**src/rtl/sort_pkg.sv**
```systemverilog
// Shared sizing, state encoding and helpers for the 4-entry bubble-sort sequencer.
package sort_pkg;

    localparam int N  = 4;
    localparam int W  = 4;
    localparam int AW = 2;
    localparam int CW = 3;

    localparam logic [AW-1:0] LAST_IDX = AW'(N - 2);

    typedef enum logic [1:0] {
        IDLE = 2'b00,
        CMP  = 2'b01,
        SWAP = 2'b10,
        DONE = 2'b11
    } state_e;

    // Never wraps: the counter is sized so a legal sort cannot reach its maximum.
    function automatic logic [CW-1:0] sat_inc(input logic [CW-1:0] v);
        return (v == '1) ? v : v + CW'(1);
    endfunction

endpackage

```
**src/rtl/gt_4.sv**
```systemverilog
// Shared 4-bit strict greater-than comparator: y = (a > b), unsigned.
module gt_4 (
    input  logic [3:0] a,
    input  logic [3:0] b,
    output logic       y
);

    assign y = (a > b);

endmodule

```
**src/rtl/sort4_ctrl.sv**
```systemverilog
// Bubble-sort sequencer over a 4-entry register file, one compare per cycle,
// early exit on a swap-free pass; host sees start/ready/done_tick.
module sort4_ctrl
    import sort_pkg::*;
(
    input  logic          clk,
    input  logic          reset_n,
    input  logic          start,
    input  logic          load_en,
    input  logic [AW-1:0] load_addr,
    input  logic [W-1:0]  load_data,
    input  logic [AW-1:0] rd_addr,
    output logic [W-1:0]  rd_data,
    output logic          ready,
    output logic          done_tick,
    output logic [CW-1:0] swap_cnt
);

    state_e        state_q;
    logic [W-1:0]  mem_q [N];
    logic [AW-1:0] idx_q;
    logic [AW-1:0] pass_q;
    logic          swapped_q;
    logic          done_q;
    logic          ready_q;
    logic [CW-1:0] swap_cnt_q;

    logic [AW-1:0] idx_d;
    logic [AW-1:0] pass_d;
    logic [CW-1:0] swap_cnt_d;
    logic          gt;
    logic          last_cmp;
    logic          last_pass;

    assign idx_d      = idx_q + AW'(1);
    assign pass_d     = pass_q + AW'(1);
    assign swap_cnt_d = sat_inc(swap_cnt_q);
    assign last_cmp   = (idx_q == (LAST_IDX - pass_q));
    assign last_pass  = (pass_q == LAST_IDX);

    gt_4 u_gt (
        .a (mem_q[idx_q]),
        .b (mem_q[idx_d]),
        .y (gt)
    );

    always_ff @(posedge clk or negedge reset_n) begin
        if (!reset_n) begin
            state_q    <= IDLE;
            for (int unsigned i = 0; i < N; i++) mem_q[i] <= '0;
            idx_q      <= '0;
            pass_q     <= '0;
            swapped_q  <= 1'b0;
            done_q     <= 1'b0;
            ready_q    <= 1'b1;
            swap_cnt_q <= '0;
        end else begin
            case (state_q)
                IDLE: begin
                    if (load_en) mem_q[load_addr] <= load_data;
                    if (start) begin
                        swap_cnt_q <= '0;
                        pass_q     <= '0;
                        idx_q      <= '0;
                        swapped_q  <= 1'b0;
                        ready_q    <= 1'b0;
                        state_q    <= CMP;
                    end
                end
                CMP: begin
                    if (gt) begin
                        state_q <= SWAP;
                    end else if (!last_cmp) begin
                        idx_q <= idx_d;
                    end else if (!swapped_q || last_pass) begin
                        done_q  <= 1'b1;
                        state_q <= DONE;
                    end else begin
                        pass_q    <= pass_d;
                        idx_q     <= '0;
                        swapped_q <= 1'b0;
                    end
                end
                SWAP: begin
                    mem_q[idx_q] <= mem_q[idx_d];
                    mem_q[idx_d] <= mem_q[idx_q];
                    swap_cnt_q   <= swap_cnt_d;
                    // This pass just swapped, so only the pass limit can end the sort here.
                    if (!last_cmp) begin
                        swapped_q <= 1'b1;
                        idx_q     <= idx_d;
                        state_q   <= CMP;
                    end else if (last_pass) begin
                        swapped_q <= 1'b1;
                        done_q    <= 1'b1;
                        state_q   <= DONE;
                    end else begin
                        swapped_q <= 1'b0;
                        pass_q    <= pass_d;
                        idx_q     <= '0;
                        state_q   <= CMP;
                    end
                end
                DONE: begin
                    done_q  <= 1'b0;
                    ready_q <= 1'b1;
                    state_q <= IDLE;
                end
                default: state_q <= IDLE;
            endcase
        end
    end

    assign rd_data   = mem_q[rd_addr];
    assign ready     = ready_q;
    assign done_tick = done_q;
    assign swap_cnt  = swap_cnt_q;

endmodule

```
**config.mk**
```make
export PLATFORM = sky130hd
export DESIGN_NAME = sort4_ctrl
export DESIGN_NICKNAME = d
export VERILOG_FILES = /design/src/rtl/sort_pkg.sv /design/src/rtl/gt_4.sv /design/src/rtl/sort4_ctrl.sv
export SDC_FILE = /design/constraint.sdc
export NUM_CORES = 1
export LEC_CHECK = 0
export ABC_AREA = 0
export CAP_MARGIN = 40
export CORE_ASPECT_RATIO = 1.5
export CORE_MARGIN = 2
export CORE_UTILIZATION = 46
export DETAILED_ROUTE_END_ITERATION = 10
export PLACE_DENSITY_LB_ADDON = 0.25
export SLEW_MARGIN = 15
export SYNTH_ARGS = -nofsm -noshare
export SYNTH_HDL_FRONTEND = slang
export SYNTH_SLANG_ARGS = --single-unit
```
**constraint.sdc**
```tcl
create_clock -name clk -period 5.2 [get_ports clk]
set_input_delay 0.52 -clock clk [delete_from_list [all_inputs] [get_ports clk]]
set_output_delay 0.52 -clock clk [all_outputs]
set_load 0.03 [all_outputs]
```
# Yosys cells after proc, flatten, opt, wreduce, memory -nomap -nowiden
# Cells that the tools add are included.
# word_totals
output_inout_bits	9
inputBits	12
register_bits	28
# classes
bitwise	4
eq_ne	20
n_addsub	4
muxes	57
magnitude_cmp	8
n_reduce_logical	18
# ops
op	n
$bwmux 16	3
$mux 4	9
$mux 2	17
$pmux 16 s2	1
$bmux 4 s2	3
$demux 4 s2	3
$ne 2x2->1 const B	10
$mux 16	1
$ge 3x3->1 const B	4
$ne 3x3->1 const B	4
$not 2->3	4
$pmux 2 s3	2
$mux 1	11
$reduce_and 5->1	2
$lt 3x1->1 const B	3
$pmux 2 s4	1
$reduce_and 7->1	1
$eq 2x2->1 const B	3
$mux 3	2
$pmux 1 s3	2
$pmux 3 s2	1
$reduce_and 3->1	2
$reduce_and 6->1	1
$reduce_bool 3->1	2
other kinds (14)	19

# Longest topological paths before layout
# logic_depth
word_depth	8
mapped_depth	12
mapped_depth_nobuf	10

# Modules after synthesis
# From an unflattened synthesis, not the netlist that was laid out.
# hier_totals
hier_cells	211
hier_area_um2	2175.8
# by_module_without_submodules
mod	instances	cells_per_inst	area_each_um2	seq_area_each_um2
sort4_ctrl	1	198	2077.0	701.9
gt_4	1	13	98.8	0.0

# Worst setup path after synthesis
# Ideal clock, no wire load.
# synth_path
kind	flip-flop to flip-flop
from	reg idx_q[0]
to	reg pass_q[1]
setup_time_ns	0.125
arrival_ns	3.048
slack_ns	2.028
stages_incl_launch_ff	13
required_ns	5.075
cell_sequence	dfrtp_1 buf_6 inv_1 ha_1 buf_6 mux4_1 inv_1 ha_1 nor2b_1 o211ai_1 a21oi_1 and4bb_2 mux2_2
# synth_between
elab_chain_len	8
elab_cells_between_ends	15
classes_between	1 x add/sub; 1 x order compare; 4 x eq/ne; 6 x mux; 2 x bitwise; 1 x reduce/logical
# synth_rtl
element	line	rtl
from (decl)	sort4_ctrl.sv:21	logic [AW-1:0] idx_q;
from (signal assigned)	sort4_ctrl.sv:74	idx_q <= idx_d;
from (signal assigned)	sort4_ctrl.sv:91	idx_q <= idx_d;
$add 2x1->2	sort4_ctrl.sv:35	assign idx_d = idx_q + AW'(1);
$not 2->3 (implied by the code)	sort4_ctrl.sv:43	.b (mem_q[idx_d]),
$bmux 4 s2	sort4_ctrl.sv:43	
$mux 4 (implied by the code) (2 in a row)	sort4_ctrl.sv:43	
$gt 4x4->1	gt_4.sv:8	assign y = (a > b);
$ne 2x2->1 (no line)	n/a	
$reduce_and 7->1 (no line) *	n/a	
to (signal assigned)	sort4_ctrl.sv:79	pass_q <= pass_d;
to (signal assigned)	sort4_ctrl.sv:99	pass_q <= pass_d;
to (decl)	sort4_ctrl.sv:22	logic [AW-1:0] pass_q;
# Mark *: on every way between the ends. The rest lies on a longest branch, timed or not. The select of a mux whose other input is x is not followed.
# A chain may end at the register's enable or synchronous reset.

# Final worst setup path
# Ends and elaborated chain as after synthesis.

==> run metrics <==
post-DP HPWL=approximately 3900 microns; Crit. End Element=flop; reg2reg start=idx_q[0]; most frequent cells in the layout=dfrtp_1 (27), clkdlybuf4s50_1 (20), ha_1 (17); Least-Margin Pin Slew=roughly 0.77 ns; post-synthesis xor/xnor area fraction=0.792%; DRT iter0 DRCs=109; dominant synthesized flop cell=dfrtp_1; Die Ht=approximately 90 microns; Post-Synth Adder-Cell Area=9.62%; clock sink total=28; RSZ-0062 raised after global routing=false; register bit count reported by yosys=28; post-CTS setup buffer count=0; number of synthesized flops with an enable pin=0; Antenna Cells=0; Remaining DRCs=0; remaining antenna violation count after routing=0; initial antenna violation count=0; Final setup viols=0; Pwr per Cell Area=roughly 660 mW/mm^2; post-synthesis instance area=0.00221 sq mm; post_cts resized=0; minimum clock period=3.63 ns; layout net count=roughly 270; Synth Area in Compound Gates=24.2%; skew final=between 0.01 and 0.015 ns; Pre-antenna DRT Iters=4; Critical Path RT=~5.4 ns; GPL Wtd Cong=0.940; Initial Utilization=48.3%; CP Launch Type=flop; largest family of logic cells by synthesized area=compound AO/OA/AOI/OAI gates; core area=~0.0046 sq mm; Final Cycle Share=a little over two thirds; fin. max-slew vios=0; vias in the first global route=1772; I/O pin count=21; Worst Setup SP=idx_q[0]; CTS clock-pin slew for the worst setup and hold paths=0.11 ns; Post-Synth Simple-Gate Area=10.9%; most common cell after layout, fill and taps aside=dfrtp_1; port buffer count=20; TritonCTS clock tree=done; Area growth, synth to finish=14.0%; # hold bufs at CTS=0; CTS Buf Count=3; CP max FO=15; Die Wd=roughly 60 microns; aggregate global-route resource usage=20.5%; Synth Warn #=0; Rows=30; clk buf depth=2; Synthesized Nets=246; Min-Delay Path Class=flop to flop; largest net degree at the start of global routing=33; maximum vdd ir drop=440 uV; first-pass GRT wire length=8260 microns; DR vias=1783; Post-synth ARST share=100%; maxcap violations=0; post-synthesis cell type count=45; via/cell ratio=5.92; critical path class=flop to flop; Die ar.=0.00539 sq mm; Pleak=0.00106 uW; Congestion Overflow GR=0; count of final hold-check violations=0; layout cell share with drive strength beyond 1=10.1%; Hold WS=0.504 ns; status=completed; mux cell area share after synthesis=approximately 18%; hold_sp=ready; Worst slew margin=48.5%; Skew-Pair Late Insertion Delay=about 0.28 ns; sequential area share after synthesis=31.7%; Post-Synthesis Cells=217; Fmax=275 MHz; worst reg-to-reg setup slack=1.57 ns; average wire per standard cell=16.7 microns; Setup TNS=0 ns; H-tree Lvls=1; syn_area_per_cell=10.2 sq um; final wirelength=5040 microns; Root Buffer=clkbuf_8; crit path DAT=3.80 ns
-- final timing paths --
| check | cells after the start | endpoint |
|---|---|---|
| worst max register to register | 10 | pass_q[1] |
| worst min register to register | 2 | ready |
| max in group asynchronous | 2 | ready |
| worst max-delay path | 10 | pass_q[1] |
| worst min-delay path | 2 | ready |
| min in group asynchronous | 2 | swap_cnt[0] |
-- synthesized netlist by cell type, types with 2 or more instances --
master / number / area (sq um)
nand3_1: 2 / 10.0
o31ai_1: 3 / 22.5
o32ai_1: 3 / 26.3
mux4_2: 6 / 135
nor2_1: 13 / 48.8
a21oi_1: 14 / 70.1
mux2_2: 6 / 67.6
o221ai_1: 2 / 17.5
o21ai_0: 8 / 40.0
nand2b_1: 3 / 18.8
xnor2_1: 2 / 17.5
clkbuf_1: 2 / 7.51
a22oi_1: 13 / 97.6
a211oi_1: 7 / 52.6
dfrtp_1: 27 / 676
mux4_1: 5 / 131
a21o_1: 6 / 45.0
ha_1: 17 / 213
a221oi_1: 3 / 26.3
o2bb2ai_1: 2 / 17.5
nor2b_1: 10 / 62.6
o221a_2: 2 / 22.5
nand2_1: 16 / 60.1
inv_1: 16 / 60.1
o211ai_1: 2 / 15.0
mux2i_1: 7 / 70.1
buf_6: 2 / 22.5
-- per-layer routing --
| layer | global-route usage [%] | part of all wire (%) | routed length, microns | up-vias |
|---|---|---|---|---|
| met1 | 24.6 | 41 | 2060 | 854 |
| met2 | 34.9 | 52 | 2620 | 44 |
| met4 | 11.5 | 3.6 | 181 | 0 |
| li1 | - | - | - | 871 |
| met3 | 2.03 | 3.6 | 181 | 14 |
| met5 | 0 | 0 | 0 | - |
-- cell families after synthesis --
| group | count (synthesis) |
|---|---|
| flip-flops | 28 |
| AND/OR/NAND/NOR | 49 |
| multiplexers | 24 |
| adder cells (fa/ha/maj) | 17 |
| AO/OA/AOI/OAI | 75 |
| buffers and inverters | 22 |
| XOR/XNOR | 2 |
-- report_power, final --
part | internal, uW | switching [uW]
combinational | 514 | 586
clock | 67.9 | 72.0
sequential | 317 | 119
total | 899 | 777
-- cell type report --
class	count	area, sq um
multi-input cells	167	1410
inverters	16	60.1
flip-flops and latches	28	702
clock buffers	4	55.1
well taps	64	80.1
fillers	428	2060
repair buffers	22	215
-- state kept, by name, indices dropped and copies added, names as in the netlist --
signal	cells
mem_q	16
swap_cnt	3
idx_q	2
pass_q	2
state_q	2
done_tick	1
ready	1
swapped_q	1
-- worst max-delay path, stage by stage (launching register included) --
cell      delay (ns)
dfrtp_1         0.73
inv_1           0.17
ha_1            0.46
mux4_1          0.67
inv_1           0.09
ha_1            0.23
nor2b_1         0.13
o211ai_1        0.19
a21oi_1         0.16
and4bb_2        0.35
mux2_2          0.33
-- metrics by stage --
stage	cells	area, sq um	power, uW	worst slack (ns)	utilization (%)
2_1_floorplan	217	2210	1280	2.03	-
3_3_place_gp	297	2470	1520	1.66	53.9
3_5_place_dp	297	2470	1540	1.59	53.9
4_1_cts	301	2520	1680	1.55	55.1
5_1_grt	301	2520	1820	1.31	55.1
6_report	301	2520	1680	1.57	55.1
Power figures use the tool's default switching activity.
==> patch 1 (same flow settings) <==
Set the package constant `N` to 8 (it was 4).
--- a/src/rtl/sort_pkg.sv
+++ b/src/rtl/sort_pkg.sv
@@ -2,5 +2,5 @@
 package sort_pkg;
 
-    localparam int N  = 4;
+    localparam int N  = 8;
     localparam int W  = 4;
     localparam int AW = 2;
Check against the original RTL: no difference found for any inputs over 4 cycles, from zero or initial values and one cycle with reset_n low; that may be too few to reach the edited logic, so the function may still have changed.
==> patch 1 against the unedited design <==
  * Sequential cell count is the same
  * Non-clock buffer count is the same
  * Setup slack lost 0.033 ns
  * Wire length grew 2.2%
  * Cell count grew 0.33%
  * Design area shrank 0.15%
  * Synthesized area grew 0.96%
  * Clock skew shrank 0.0082 ns
  * Power grew 4.9%
  * First-iteration DRC count shrank 28%
  * Utilization shrank 1.9 points
  * Highest routed layer unchanged
  * Clock power shrank 11%
  * Via count grew 2.4%
==> patch 1: results <==
[layout]
finalNetCount = 265
stdcell_count = 302
largest_register = "mem_q"
antenna-diode-count = 0
drive_above_1_share = 0.0847

[logic_synthesis]
ys_types = 41
seq_area_frac_synth = 0.314
synth_area_leaders = "dfrtp_1 30%, ha_1 9.0%, mux4_2 6.1%"
synth_nets = 248
syn_inst = 220
ys_warn_count = 0
synthTopCellsByCount = "27 x dfrtp_1, 16 x a22oi_1, 16 x ha_1"
async_reset_ff_frac = 1.00

[routing]
dr_wl_met3_um = 163
met1Wirelength_um = 2130
vias = 1826
drt-initial-drc-count = 79
route.met2.wl_um = 2690
drt_wl_total_um = 5150

[sta]
max-slew-margin-rel = 0.454
skew_ns = 0.00372
holdWs_ns = 0.507

[worst_hold_path]
min_to = "ready$_DFFE_PN1P_"
worstHoldStart = "ready$_DFFE_PN1P_"
hp-class = "reg2reg"
min_path_cells = 2

[setup_path]
r2r-end = "pass_q[1]$_DFFE_PN0P_"
reg2reg_depth = 10
cp_max_fo = 14
r2r_setup_slack_ns = 1.53
arrival_ns = 3.83

[global_route]
grt_first_pass_wirelength_um = 8630
grtUsageMet3 = 0.0174
grt_max_degree = 29
antenna_found_initial = 0
met1_usage = 0.256
met2_usage = 0.366
grt_remaining_overflow = 0
grtUsageTotal = 0.211

[clock_tree]
postCtsSetupRepairBufs = 0
htree_levels = 1
cts_buffer_depth = 2
cts_resized = 0

[run]
maxCapViolCount = 0

[place]
dp_hpwl_um = 3850
io_buffers = 20
place_ws_ns = 1.56
postPlaceCellArea_sq_mm = 0.00247
gp_congestion = 0.887

[power_and_ir_drop]
power_leakage_nw = 1.11
vdd_ir_drop_max_mv = 0.354

[run_status]
status = "finished, final reports clean"
-- patch 1: power breakdown --
part           internal, mW  switching (mW)  total (mW)
combinational         0.540           0.652        1.19
clock                0.0550          0.0696       0.125
sequential            0.323           0.118       0.441
-- patch 1: cell families after synthesis --
logic type,Yosys count,share of synthesized area
flip-flops,28,0.314
XOR/XNOR,2,0.00785
AO/OA/AOI/OAI,78,0.247
AND/OR/NAND/NOR,45,0.0998
multiplexers,26,0.191
buffers and inverters,25,0.0510
adder cells (fa/ha/maj),16,0.0897
-- patch 1: how the worst max path moves through the flow --
stage                         startpoint                    end  slack [ns]  cells past startpoint
global placement    idx_q[0]$_DFFE_PN0P_  pass_q[1]$_DFFE_PN0P_        1.63                     10
detailed placement  idx_q[0]$_DFFE_PN0P_  pass_q[1]$_DFFE_PN0P_        1.56                     10
floorplan           idx_q[0]$_DFFE_PN0P_  pass_q[1]$_DFFE_PN0P_        2.01                     12
CTS                 idx_q[0]$_DFFE_PN0P_  pass_q[1]$_DFFE_PN0P_        1.51                     10
global route        idx_q[0]$_DFFE_PN0P_  pass_q[1]$_DFFE_PN0P_        1.30                     10
finish              idx_q[0]$_DFFE_PN0P_  pass_q[1]$_DFFE_PN0P_        1.53                     10
-- patch 1: critical path, cell delays in order (launching register included) --
cell and delay (ns):
dfrtp_1 0.73, inv_1 0.14, ha_1 0.48, mux4_1 0.66
inv_1 0.11, ha_1 0.23, nor2b_1 0.13, o211a_1 0.23
o211ai_1 0.25, and4_1 0.27, mux2_1 0.33
-- patch 1: final cells by class --
cell class / instances / area (sq um)
multi-input cells: 167 / 1420
inverters: 15 / 56.3
flip-flops and latches: 28 / 702
well taps: 66 / 82.6
fillers: 434 / 2210
clock buffers: 4 / 45.0
repair buffers: 22 / 215
==> patch 2 (same flow settings) <==
Without the edit above. Reset style: synchronous (`reset_n`), changed in one clocked block.
--- a/src/rtl/sort4_ctrl.sv
+++ b/src/rtl/sort4_ctrl.sv
@@ -45,5 +45,5 @@
     );
 
-    always_ff @(posedge clk or negedge reset_n) begin
+    always_ff @(posedge clk) begin
         if (!reset_n) begin
             state_q    <= IDLE;
Behaviour: differs if reset_n is asserted again (counterexample within 4 cycles, from zero or initial values and one cycle with reset_n low); with reset_n held inactive, the same outputs for 4 cycles.
==> patch 2 against the unedited design <==
  * Sequential cell count up 2
  * Synthesized area down 1.2%
  * Wire length up 1.3%
  * Design area about the same
  * Cell count up 1.7%
  * First-iteration DRC count up 13%
  * Fmax up 11%
  * Power down 28%
  * Setup slack better by 0.36 ns
  * Highest routed layer unchanged
==> patch 2: results <==
[run_status]
status = "finished, final reports clean"

[setup_path]
r2r_setup_slack_ns = 1.93
crit_start = "idx_q[0]$_SDFFE_PN0P_"
cp_slowest_cell = "dfxtp_1"
cp_max_fo = 10
endpoint = "swapped_q$_SDFFE_PN0P_"
arrival_ns = 3.44
cpPeakStageDelay_ns = 0.67

[place]
dp_hpwl_um = 4060
gp_congestion = 0.871
postPlaceCellArea_sq_mm = 0.00244

[logic_synthesis]
synth_nets = 249
synthAdderAreaFrac = 0.0917
muxShareOfSynthArea = 0.160
synth_xor_xnor_area_share = 0.0201
ys.flop_type = "edfxtp_1"
synthTopCellsByCount = "43 x nand2_1, 28 x o21ai_0, 16 x edfxtp_1, 16 x ha_1, 14 x dfxtp_1"
ys_types = 46
synth-compound-area-share = 0.148
synth_edf_count = 16
ys_warn_count = 0
async_reset_ff_frac = 0
synth_area_leaders = "edfxtp_1 22%, dfxtp_1 13%, mux4_2 12%"
seq_area_frac_synth = 0.348

[clock_tree]
cts_buffer_depth = 2
clkTransAtPathRegs_ns = 0.06
numCtsBuffers = 5
cts_root_buf = "clkbuf_8"
htree_levels = 2
cts_resized = 0

[worst_hold_path]
hp-class = "reg2reg"

[routing]
drt_wl_total_um = 5100
drt-initial-drc-count = 123
vias = 1795

[layout]
drive_above_1_share = 0.124
antenna-diode-count = 0
finalNetCount = 269
largest_register = "mem_q"

[sta]
tightest_slew_ns = 0.647
skew_ns = 0.00678
final_hold_viol_count = 0

[global_route]
grt_max_degree = 26
antenna_found_initial = 0
grtUsageTotal = 0.211
grt_pass1_vias = 1705
grt_first_pass_wirelength_um = 8310

[power_and_ir_drop]
vdd_ir_drop_max_mv = 0.328
power_leakage_nw = 0.920
==> patch 2: changes by cell type in the layout (fill, tap and decap cells not counted), sizes merged, moves of 13 or more <==
| cell | before | now |
|---|---|---|
| o21ai | 9 | 30 |
| a22oi | 13 | 0 |
| nand2 | 16 | 44 |
| dfxtp | 0 | 14 |
| dfrtp | 27 | 0 |
| edfxtp | 0 | 16 |
==> patch 2: worst max-delay path, delay by kind of cell, from the launching register on <==
| family | cells | cell delay (ns) |
|---|---|---|
| AOI/OAI and AO/OA | 3 | 0.84 |
| adders and majority gates | 2 | 0.69 |
| buffers and inverters | 2 | 0.25 |
| DFF | 1 | 0.67 |
| muxes | 1 | 0.54 |
| and+or+nand+nor | 2 | 0.19 |
==> patch 2: area by class of cell <==
cell class,instances,area [sq um]
clock buffer,6,72.6
clock inverter,2,8.76
fill,411,2020
inverter,11,41.3
multi-input combinational,171,1330
sequential,30,761
tap,64,80.1
timing repair buffer,22,230
==> patch 2: cell families after synthesis <==
kind of cell | Yosys count
buffers and inverters | 20
XOR/XNOR | 2
multiplexers | 20
AO/OA/AOI/OAI | 53
adder cells (fa/ha/maj) | 16
flip-flops | 30
AND/OR/NAND/NOR | 80
==> patch 2: metal layers <==
layer,vias up,global-route usage,part of all wire
met1,850,0.231,0.37
li1,857,-,-
met3,15,0.0380,0.048
met5,-,0,0
met2,73,0.386,0.54
met4,0,0.0889,0.041
==> patch 2: stage by stage <==
stage	setup slack (ns)	hold slack, ns	utilization	std cells
2_1_floorplan	2.45	0.438	-	221
3_3_place_gp	2.02	0.447	0.531	296
3_5_place_dp	1.90	0.452	0.538	298
4_1_cts	1.90	0.463	0.556	306
5_1_grt	1.61	0.497	0.556	306
6_report	1.93	0.459	0.556	306
==> patch 2: where the power goes <==
group	total, mW	leakage (nW)	internal (mW)	switching (mW)
Clock	0.174	0.0426	0.0917	0.0822
Combinational	0.642	0.597	0.287	0.354
Sequential	0.383	0.281	0.310	0.0732
==> patch 2: how the worst min path moves through the flow <==
stage | startpoint | end | slack [ns] | cells past startpoint
floorplan | pass_q[1]$_SDFFE_PN0P_ | pass_q[1]$_SDFFE_PN0P_ | 0.44 | 2
global placement | done_tick$_SDFFE_PN0P_ | done_tick$_SDFFE_PN0P_ | 0.45 | 2
detailed placement | done_tick$_SDFFE_PN0P_ | done_tick$_SDFFE_PN0P_ | 0.45 | 2
CTS | done_tick$_SDFFE_PN0P_ | done_tick$_SDFFE_PN0P_ | 0.46 | 2
global route | pass_q[1]$_SDFFE_PN0P_ | pass_q[1]$_SDFFE_PN0P_ | 0.50 | 2
finish | done_tick$_SDFFE_PN0P_ | done_tick$_SDFFE_PN0P_ | 0.46 | 2
